**src/rtl/alu_vector_sequencer_if.sv**
```systemverilog
// Signal bundle between the vector sequencer, the ALU under exercise and the
// observing logic (start/pause control, operand drive, result capture).
interface alu_vector_sequencer_if;
   logic       start;
   logic       pause;
   logic [1:0] A;
   logic [1:0] B;
   logic [1:0] sel;
   logic [3:0] Y;
   logic [3:0] y_cap;
   logic       valid;
   logic       busy;
   logic       done;
   logic [6:0] count;
   logic [7:0] checksum;

   modport master (
      input  start, pause, Y,
      output A, B, sel, y_cap, valid, busy, done, count, checksum
   );

   modport slave (
      output start, pause, Y,
      input  A, B, sel, y_cap, valid, busy, done, count, checksum
   );
endinterface

```
**src/rtl/alu_vector_sequencer.sv**
```systemverilog
// Sweeps all 64 {A,B,sel} vectors into a 2-bit ALU, holds each for HOLD cycles,
// captures Y at the end of each hold and accumulates a count and 8-bit checksum.
module alu_vector_sequencer #(
   parameter int unsigned HOLD = 4
) (
   input  logic                   clk,
   input  logic                   rst_n,
   alu_vector_sequencer_if.master bus
);

   typedef enum logic [1:0] {
      S_IDLE  = 2'd0,
      S_DRIVE = 2'd1,
      S_DONE  = 2'd2
   } state_t;

   localparam logic [7:0] HOLD_LAST = 8'(HOLD - 1);
   localparam logic [5:0] IDX_LAST  = 6'd63;

   state_t     r_state;
   state_t     w_state_nxt;
   logic [5:0] r_idx;
   logic [5:0] w_idx_nxt;
   logic [7:0] r_hold;
   logic [7:0] w_hold_nxt;
   logic [3:0] r_y_cap;
   logic [3:0] w_y_cap_nxt;
   logic       r_valid;
   logic       w_valid_nxt;
   logic       r_busy;
   logic       w_busy_nxt;
   logic       r_done;
   logic       w_done_nxt;
   logic [6:0] r_count;
   logic [6:0] w_count_nxt;
   logic [7:0] r_checksum;
   logic [7:0] w_checksum_nxt;

   function automatic logic [7:0] csum_add(input logic [7:0] sum, input logic [3:0] y);
      return sum + {4'b0000, y};
   endfunction

   // Next-state and next-output decode for the sweep FSM.
   always_comb begin
      w_state_nxt    = r_state;
      w_idx_nxt      = r_idx;
      w_hold_nxt     = r_hold;
      w_y_cap_nxt    = r_y_cap;
      w_valid_nxt    = 1'b0;
      w_busy_nxt     = r_busy;
      w_done_nxt     = 1'b0;
      w_count_nxt    = r_count;
      w_checksum_nxt = r_checksum;

      case (r_state)
         S_IDLE: begin
            if (bus.start) begin
               w_state_nxt    = S_DRIVE;
               w_idx_nxt      = 6'd0;
               w_hold_nxt     = 8'd0;
               w_count_nxt    = 7'd0;
               w_checksum_nxt = 8'd0;
               w_busy_nxt     = 1'b1;
            end else begin
               w_busy_nxt     = 1'b0;
            end
         end

         S_DRIVE: begin
            // A paused cycle leaves every register untouched, including the sample.
            if (bus.pause) begin
               w_hold_nxt = r_hold;
            end else if (r_hold == HOLD_LAST) begin
               w_y_cap_nxt    = bus.Y;
               w_checksum_nxt = csum_add(r_checksum, bus.Y);
               w_count_nxt    = r_count + 7'd1;
               w_valid_nxt    = 1'b1;
               w_hold_nxt     = 8'd0;
               if (r_idx == IDX_LAST) begin
                  w_state_nxt = S_DONE;
                  w_idx_nxt   = 6'd0;
                  w_busy_nxt  = 1'b0;
                  w_done_nxt  = 1'b1;
               end else begin
                  w_idx_nxt   = r_idx + 6'd1;
               end
            end else begin
               w_hold_nxt = r_hold + 8'd1;
            end
         end

         S_DONE: begin
            w_state_nxt = S_IDLE;
            w_busy_nxt  = 1'b0;
         end

         default: begin
            w_state_nxt = S_IDLE;
            w_idx_nxt   = 6'd0;
            w_hold_nxt  = 8'd0;
            w_busy_nxt  = 1'b0;
         end
      endcase
   end

   // State and output registers.
   always_ff @(posedge clk or negedge rst_n) begin
      if (!rst_n) begin
         r_state    <= S_IDLE;
         r_idx      <= 6'd0;
         r_hold     <= 8'd0;
         r_y_cap    <= 4'd0;
         r_valid    <= 1'b0;
         r_busy     <= 1'b0;
         r_done     <= 1'b0;
         r_count    <= 7'd0;
         r_checksum <= 8'd0;
      end else begin
         r_state    <= w_state_nxt;
         r_idx      <= w_idx_nxt;
         r_hold     <= w_hold_nxt;
         r_y_cap    <= w_y_cap_nxt;
         r_valid    <= w_valid_nxt;
         r_busy     <= w_busy_nxt;
         r_done     <= w_done_nxt;
         r_count    <= w_count_nxt;
         r_checksum <= w_checksum_nxt;
      end
   end

   // sel is the fastest-moving field, A the slowest.
   assign bus.A        = r_idx[5:4];
   assign bus.B        = r_idx[3:2];
   assign bus.sel      = r_idx[1:0];
   assign bus.y_cap    = r_y_cap;
   assign bus.valid    = r_valid;
   assign bus.busy     = r_busy;
   assign bus.done     = r_done;
   assign bus.count    = r_count;
   assign bus.checksum = r_checksum;

endmodule
```
**src/flat_wrapper.sv**
```systemverilog
// flat-port wrapper written by rule: the top's interface ports become plain ports
module alu_vector_sequencer_flat 
#(
   parameter int unsigned HOLD = 4
)
  (clk, rst_n, bus_start, bus_pause, bus_Y, bus_A, bus_B, bus_sel, bus_y_cap, bus_valid, bus_busy, bus_done, bus_count, bus_checksum);
  alu_vector_sequencer_if bus_i ();
  input  logic clk;
  input  logic rst_n;
  input wire logic [$bits(bus_i.start)-1:0] bus_start;
  input wire logic [$bits(bus_i.pause)-1:0] bus_pause;
  input wire logic [$bits(bus_i.Y)-1:0] bus_Y;
  output wire logic [$bits(bus_i.A)-1:0] bus_A;
  output wire logic [$bits(bus_i.B)-1:0] bus_B;
  output wire logic [$bits(bus_i.sel)-1:0] bus_sel;
  output wire logic [$bits(bus_i.y_cap)-1:0] bus_y_cap;
  output wire logic [$bits(bus_i.valid)-1:0] bus_valid;
  output wire logic [$bits(bus_i.busy)-1:0] bus_busy;
  output wire logic [$bits(bus_i.done)-1:0] bus_done;
  output wire logic [$bits(bus_i.count)-1:0] bus_count;
  output wire logic [$bits(bus_i.checksum)-1:0] bus_checksum;
  assign bus_i.start = bus_start;
  assign bus_i.pause = bus_pause;
  assign bus_i.Y = bus_Y;
  assign bus_A = bus_i.A;
  assign bus_B = bus_i.B;
  assign bus_sel = bus_i.sel;
  assign bus_y_cap = bus_i.y_cap;
  assign bus_valid = bus_i.valid;
  assign bus_busy = bus_i.busy;
  assign bus_done = bus_i.done;
  assign bus_count = bus_i.count;
  assign bus_checksum = bus_i.checksum;
  alu_vector_sequencer #(.HOLD(HOLD)) u_core (.clk(clk), .rst_n(rst_n), .bus(bus_i));
endmodule
```
**config.mk**
```make
export PLATFORM = sky130hd
export DESIGN_NAME = alu_vector_sequencer_flat
export DESIGN_NICKNAME = d
export VERILOG_FILES = /design/src/rtl/alu_vector_sequencer_if.sv /design/src/rtl/alu_vector_sequencer.sv /design/src/flat_wrapper.sv
export SDC_FILE = /design/constraint.sdc
export NUM_CORES = 1
export LEC_CHECK = 0
export BUFFER_PORTS_ARGS = -buffer_cell sky130_fd_sc_hd__buf_4
export CAP_MARGIN = 0
export CORE_ASPECT_RATIO = 1.75
export CORE_MARGIN = 10
export CORE_UTILIZATION = 46
export CTS_BUF_LIST = sky130_fd_sc_hd__clkbuf_4
export DETAILED_ROUTE_END_ITERATION = 16
export PLACE_DENSITY = 0.8
export RECOVER_POWER = 100
export SLEW_MARGIN = 20
export SYNTH_ARGS = -nofsm -noshare
export SYNTH_HDL_FRONTEND = slang
export SYNTH_SLANG_ARGS = --single-unit
```
**constraint.sdc**
```tcl
create_clock -name clk -period 1.8 [get_ports clk]
set_clock_uncertainty 0.1 [all_clocks]
set_input_delay 0.18 -clock clk [delete_from_list [all_inputs] [get_ports clk]]
set_output_delay 0.18 -clock clk [all_outputs]
set_load 0.02 [all_outputs]
```
---- Word level (Yosys, flattened, before mapping) ----
Index checks and enable logic that the tools add are counted.
word-level totals
  bits in registers ....................... 38
  bits of input ports ..................... 8
  output and inout bits ................... 28
  logic and storage cells ................. 64
operators by class
  add/subtract/negate cells ............... 4
  equal/unequal tests ..................... 8
  mux-type cells .......................... 33
  bitwise operators ....................... 2
  reductions and logical operators ........ 8
operator list
  cell                                                                     count
  8-bit 2-to-1 mux                                                         5
  6-bit 2-to-1 mux                                                         4
  8-bit case mux with 3 select lines                                       1
  7-bit 2-to-1 mux                                                         3
  6-bit case mux with 3 select lines                                       1
  8-bit case mux with 2 select lines                                       1
  7-bit case mux with 2 select lines                                       1
  4-bit AND reduction                                                      3
  1-bit 2-to-1 mux                                                         11
  3-bit AND reduction                                                      3
  8-bit by 1-bit adder with 8-bit output, second input constant            1
  8-bit by 4-bit adder with 8-bit output                                   1
  8-bit by 2-bit == test with 1-bit output, second input constant          1
  2-bit 2-to-1 mux                                                         4
  7-bit by 1-bit adder with 7-bit output, second input constant            1
  6-bit by 1-bit adder with 6-bit output, second input constant            1
  6-bit == test, second input constant                                     1
  2-bit by 1-bit inequality test with 1-bit output, second input constant  2
  2-bit inequality test, second input constant                             2
  2-bit case mux with 2 select lines                                       1
  2-bit by 1-bit == test with 1-bit output, second input constant          1
  2-bit == test, second input constant                                     1
  2-bit logical NOT                                                        1
  1-bit inverter                                                           2
  2 further kinds                                                          2

---- Logic depth before layout (Yosys ltp) ----
  depth in word-level cells ............... 5
  mapped depth ............................ 6
  depth with buffers taken out ............ 6

---- Worst setup path after synthesis ----
OpenSTA, ideal clock, no wires.
  path kind ............................... reg-to-reg
  from .................................... register u_core.r_hold[0]
  to ...................................... register u_core.r_checksum[7], in the netlist u_core.bus.checksum[7]
  setup time .............................. 0.078 ns
  data arrival time ....................... 1.739 ns
  required time ........................... 1.622 ns
  slack ................................... -0.117 ns
  stages on the path, launching flop included .. 6
  buffers on the path ..................... 0
  period minus slack after synthesis ...... 1.917 ns
  cells stage by stage .................... dfrtp_1 > ha_1 > nor4b_4 > nand4_2 > or4_1 > a21oi_1
between the ends
  word-level cells in the longest chain between the ends .. 3
ends and longest elaborated chain
  what                                                        RTL line                     RTL
  from (decl)                                                 alu_vector_sequencer.sv:24   logic [7:0] r_hold;
  from (signal assigned)                                      alu_vector_sequencer.sv:121  r_hold <= w_hold_nxt;
  8-bit by 2-bit == test with 1-bit output                    alu_vector_sequencer.sv:73   end else if (r_hold == HOLD_LAST) begin
  2-bit by 1-bit inequality test with 1-bit output (no line)  --
  4-bit AND reduction (no line)                               --
  to (signal assigned)                                        alu_vector_sequencer.sv:127  r_checksum <= w_checksum_nxt;
  to (decl)                                                   alu_vector_sequencer.sv:36   logic [7:0] r_checksum;
Every way passes these cells.
A chain may end at the register's enable or synchronous reset.

---- Final worst setup path ----
  from .................................... register u_core.r_hold[0]
  to ...................................... register u_core.r_checksum[6], in the netlist u_core.bus.checksum[6]
The elaborated chain is that of the path after synthesis.

==> run metrics <==
most frequent cells in the layout=60 x buf_4, 36 x dfrtp_1, 17 x nand2_1, 17 x clkbuf_1, 10 x nand3_1; element type at the critical path end=flop; crit path kind=flop to flop; maximum number of pins on one net before global-route repair=39; initial drt markers=64; first-pass iteration count of the detailed router=5; Core Footprint=~4200 µm²; Die W=around 70 µm; fill cell instance count of the final layout=~270; clock tree from TritonCTS=yes; highest clock rate=510 MHz; Clock Sinks=38; areal power density over the cells=between 1000 and 1500 nW/µm²; peak fanout along the critical path=5; Worst-path clk slew=about 0.14 ns; min-delay worst type=input port to flop; worst hold slack=0.0152 ns; clock latency reported for the late side of the worst-skew pair=between 0.3 and 0.4 ns; Die Span Y=~110 µm; kind of start point of the critical path=flop; leakage=approximately 1.3 nW; count of vias placed by the detailed router=approximately 2000; number of cells in the finished layout apart from fillers=roughly 340; prevailing post-synth register cell=dfrtp_1; worst supply voltage drop on vdd=roughly 1200 µV; diode count=0; max_cap viols=0; DRC=0; input/output buffers=35; endpoint required time on the critical path=around 2 ns; leading cell type in the layout, fill and taps excluded=buf_4; count of buffering cells on the critical path with inverters included=1; failing checks=negative setup slack; Avg Cell Area, Syn=approximately 10 µm²; number of library cell types mapped by synthesis=41; Critical Path Start=u_core.r_hold[0]$_DFFE_PN0P_; headroom to the max-slew limit=35.1%; via count of the first global-routing pass=2028; number of flops mapped to enable cells by yosys=0; area delta synth->final=46.8%; aggregate negative setup slack=-0.652 ns; H-tree lvl count=2; final critical-path share of the clock period=109%; number of instances in the placed design=between 300 and 400; Mapped Area=about 2000 µm²; Seq cells post-synth=38; buffers from clock root to sink, at most=2; end of the worst register-to-register path=u_core.bus.checksum[6]$_DFFE_PN0P_; effective utilization at floorplan=47.9%; Warnings, synthesis=0; data arrival time at the worst-slack endpoint=about 2.2 ns; proportion of synthesized flip-flops having asynchronous set or reset=100%; clock root buffer=clkbuf_4; outcome=complete, but fails checks; std cell rows=31; Routed Antenna Nets=0; share of synthesized area occupied by flip-flops and latches=a little under half; cell count after synthesis=about 200; sum of overflow across all layers after global routing=0; number of nets in the layout=around 300; cell count of the worst reg-to-reg path=6; capturing element of the worst setup path=u_core.bus.checksum[6]$_DFFE_PN0P_; clock period minus final worst setup slack=about 2.0 ns; hold violation total from the final report=0; ordered list of cells on the worst path=ha_2 -> nor4b_4 -> buf_4 -> nand4_4 -> or4_4 -> a21oi_2; number of cells on the critical path=6; count of boundary I/O pins=36; antenna violations before repair=0; actual transition at the worst max-transition pin=0.973 ns; gate family responsible for the most delay along the worst path=simple AND/OR/NAND/NOR gates; via density per instance=approximately 5.9; Crit-path slowest cell=or4_4; reg-to-reg startpoint=u_core.r_hold[0]$_DFFE_PN0P_; overall routed net length=6.78 mm; sum of net half-perimeters after detailed placement=a little under 4 mm; Reg2Reg Setup Slack=-0.16 ns; global-route usage over all layers=between 10% and 20%; wire length per cell after detailed routing=approximately 20 µm; fraction of final layout cells with drive strength greater than 1=a little over two fifths; setup repair after global routing missed its margin=true; final number of setup-violating endpoints=11; total CTS buffers=5; wire length of the first global-routing pass=about 9.2 mm; syn_nets=around 210; global placer's final weighted congestion=around 0.9; Final Max Slew Viols=0; Final WS setup=-0.161 ns; die outline area=~7500 µm²; maximum cell stage delay along the critical path=approximately 0.44 ns
## cell type report
type | instances | area (µm²) | share of cell area, %
Inverter | 5 | 18.8 | 0.643
Tap cell | 49 | 61.3 | 2.10
Multi-Input combinational cell | 149 | 1230 | 42.1
Timing Repair Buffer | 86 | 604 | 20.7
Sequential cell | 38 | 953 | 32.6
Clock inverter | 2 | 8.76 | 0.300
Clock buffer | 6 | 45.0 | 1.54
## cell families after synthesis
group | Yosys count | synth area share (%)
XOR/XNOR | 7 | 3.08
AND/OR/NAND/NOR | 75 | 21.9
buffers and inverters | 11 | 2.14
adder cells (fa/ha/maj) | 8 | 5.41
multiplexers | 5 | 2.83
flip-flops | 38 | 47.8
AO/OA/AOI/OAI | 54 | 16.9
## cell usage after synthesis, types with 5 or more instances
| cell type | n | area (µm²) |
|---|---|---|
| nor2_1 | 9 | 33.8 |
| o21ai_0 | 20 | 100 |
| mux2_2 | 5 | 56.3 |
| o211ai_1 | 5 | 37.5 |
| or3_1 | 7 | 43.8 |
| clkbuf_1 | 5 | 18.8 |
| nand3_1 | 11 | 55.1 |
| a21oi_1 | 11 | 55.1 |
| nand2_1 | 22 | 82.6 |
| inv_1 | 5 | 18.8 |
| or4_1 | 6 | 45.0 |
| dfrtp_1 | 38 | 951 |
| xor2_1 | 5 | 43.8 |
| o31ai_1 | 7 | 52.6 |
| ha_1 | 7 | 87.6 |
## report_power, final
part           leakage, nW  switching (mW)  internal [mW]
combinational        0.759            1.39           1.05
clock               0.0331           0.310          0.162
sequential           0.487           0.261           1.10
## worst reg2reg max path, cell delays in order (launching register included)
cell,delay [ns]
dfrtp_1,0.39
ha_2,0.20
nor4b_4,0.29
buf_4,0.19
nand4_4,0.10
or4_4,0.44
a21oi_2,0.20
## state kept, by name, indices dropped and copies added (netlist names)
register             cells
u_core.bus.count         7
u_core.bus.checksum      8
u_core.bus.y_cap         4
u_core.bus.done          1
u_core.r_idx             6
u_core.r_hold            8
u_core.bus.busy          1
u_core.bus.valid         1
u_core.r_state           2
## routing by layer
metal	up-vias	global-route usage (%)	share of wire, %
met5	-	0	0
met4	0	7.93	4.6
met3	26	2.95	4.2
met2	70	27.4	57
met1	989	14.8	34
li1	907	-	-
## stage by stage
| stage | setup WS, ns | power (mW) | utilization, % | area (µm²) |
|---|---|---|---|---|
| 2_1_floorplan | -0.0390 | 2.32 | - | 2000 |
| 6_report | -0.161 | 4.27 | 70.4 | 2920 |
| 4_1_cts | -0.0383 | 3.83 | 66.2 | 2750 |
| 5_1_grt | -0.224 | 4.49 | 70.4 | 2920 |
| 3_5_place_dp | -0.0883 | 3.23 | 61.8 | 2560 |
| 3_3_place_gp | 0.00656 | 3.17 | 61.8 | 2560 |
## repair_timing
action,in CTS,in global routing
setup buffers,6,6
gates cloned,0,1
hold buffers,4,0
pin swaps,6,18
endpoints found under the hold margin,41,0
endpoints found under the setup margin,14,26
gates resized for setup,7,54
## worst min path at each step
stage	start	cells after the start	slack, ns	endpoint
2_1_floorplan	rst_n	0	-0.22	u_core.bus.busy$_DFFE_PN0P_
3_3_place_gp	rst_n	1	0.07	u_core.bus.y_cap[0]$_DFFE_PN0P_
3_5_place_dp	rst_n	1	0.07	u_core.bus.y_cap[0]$_DFFE_PN0P_
4_1_cts	bus_Y[3]	2	0.007	u_core.bus.y_cap[3]$_DFFE_PN0P_
5_1_grt	bus_Y[3]	2	0.001	u_core.bus.y_cap[3]$_DFFE_PN0P_
6_report	bus_Y[3]	2	0.02	u_core.bus.y_cap[3]$_DFFE_PN0P_
Note: power is estimated with default switching activity, not from simulation.
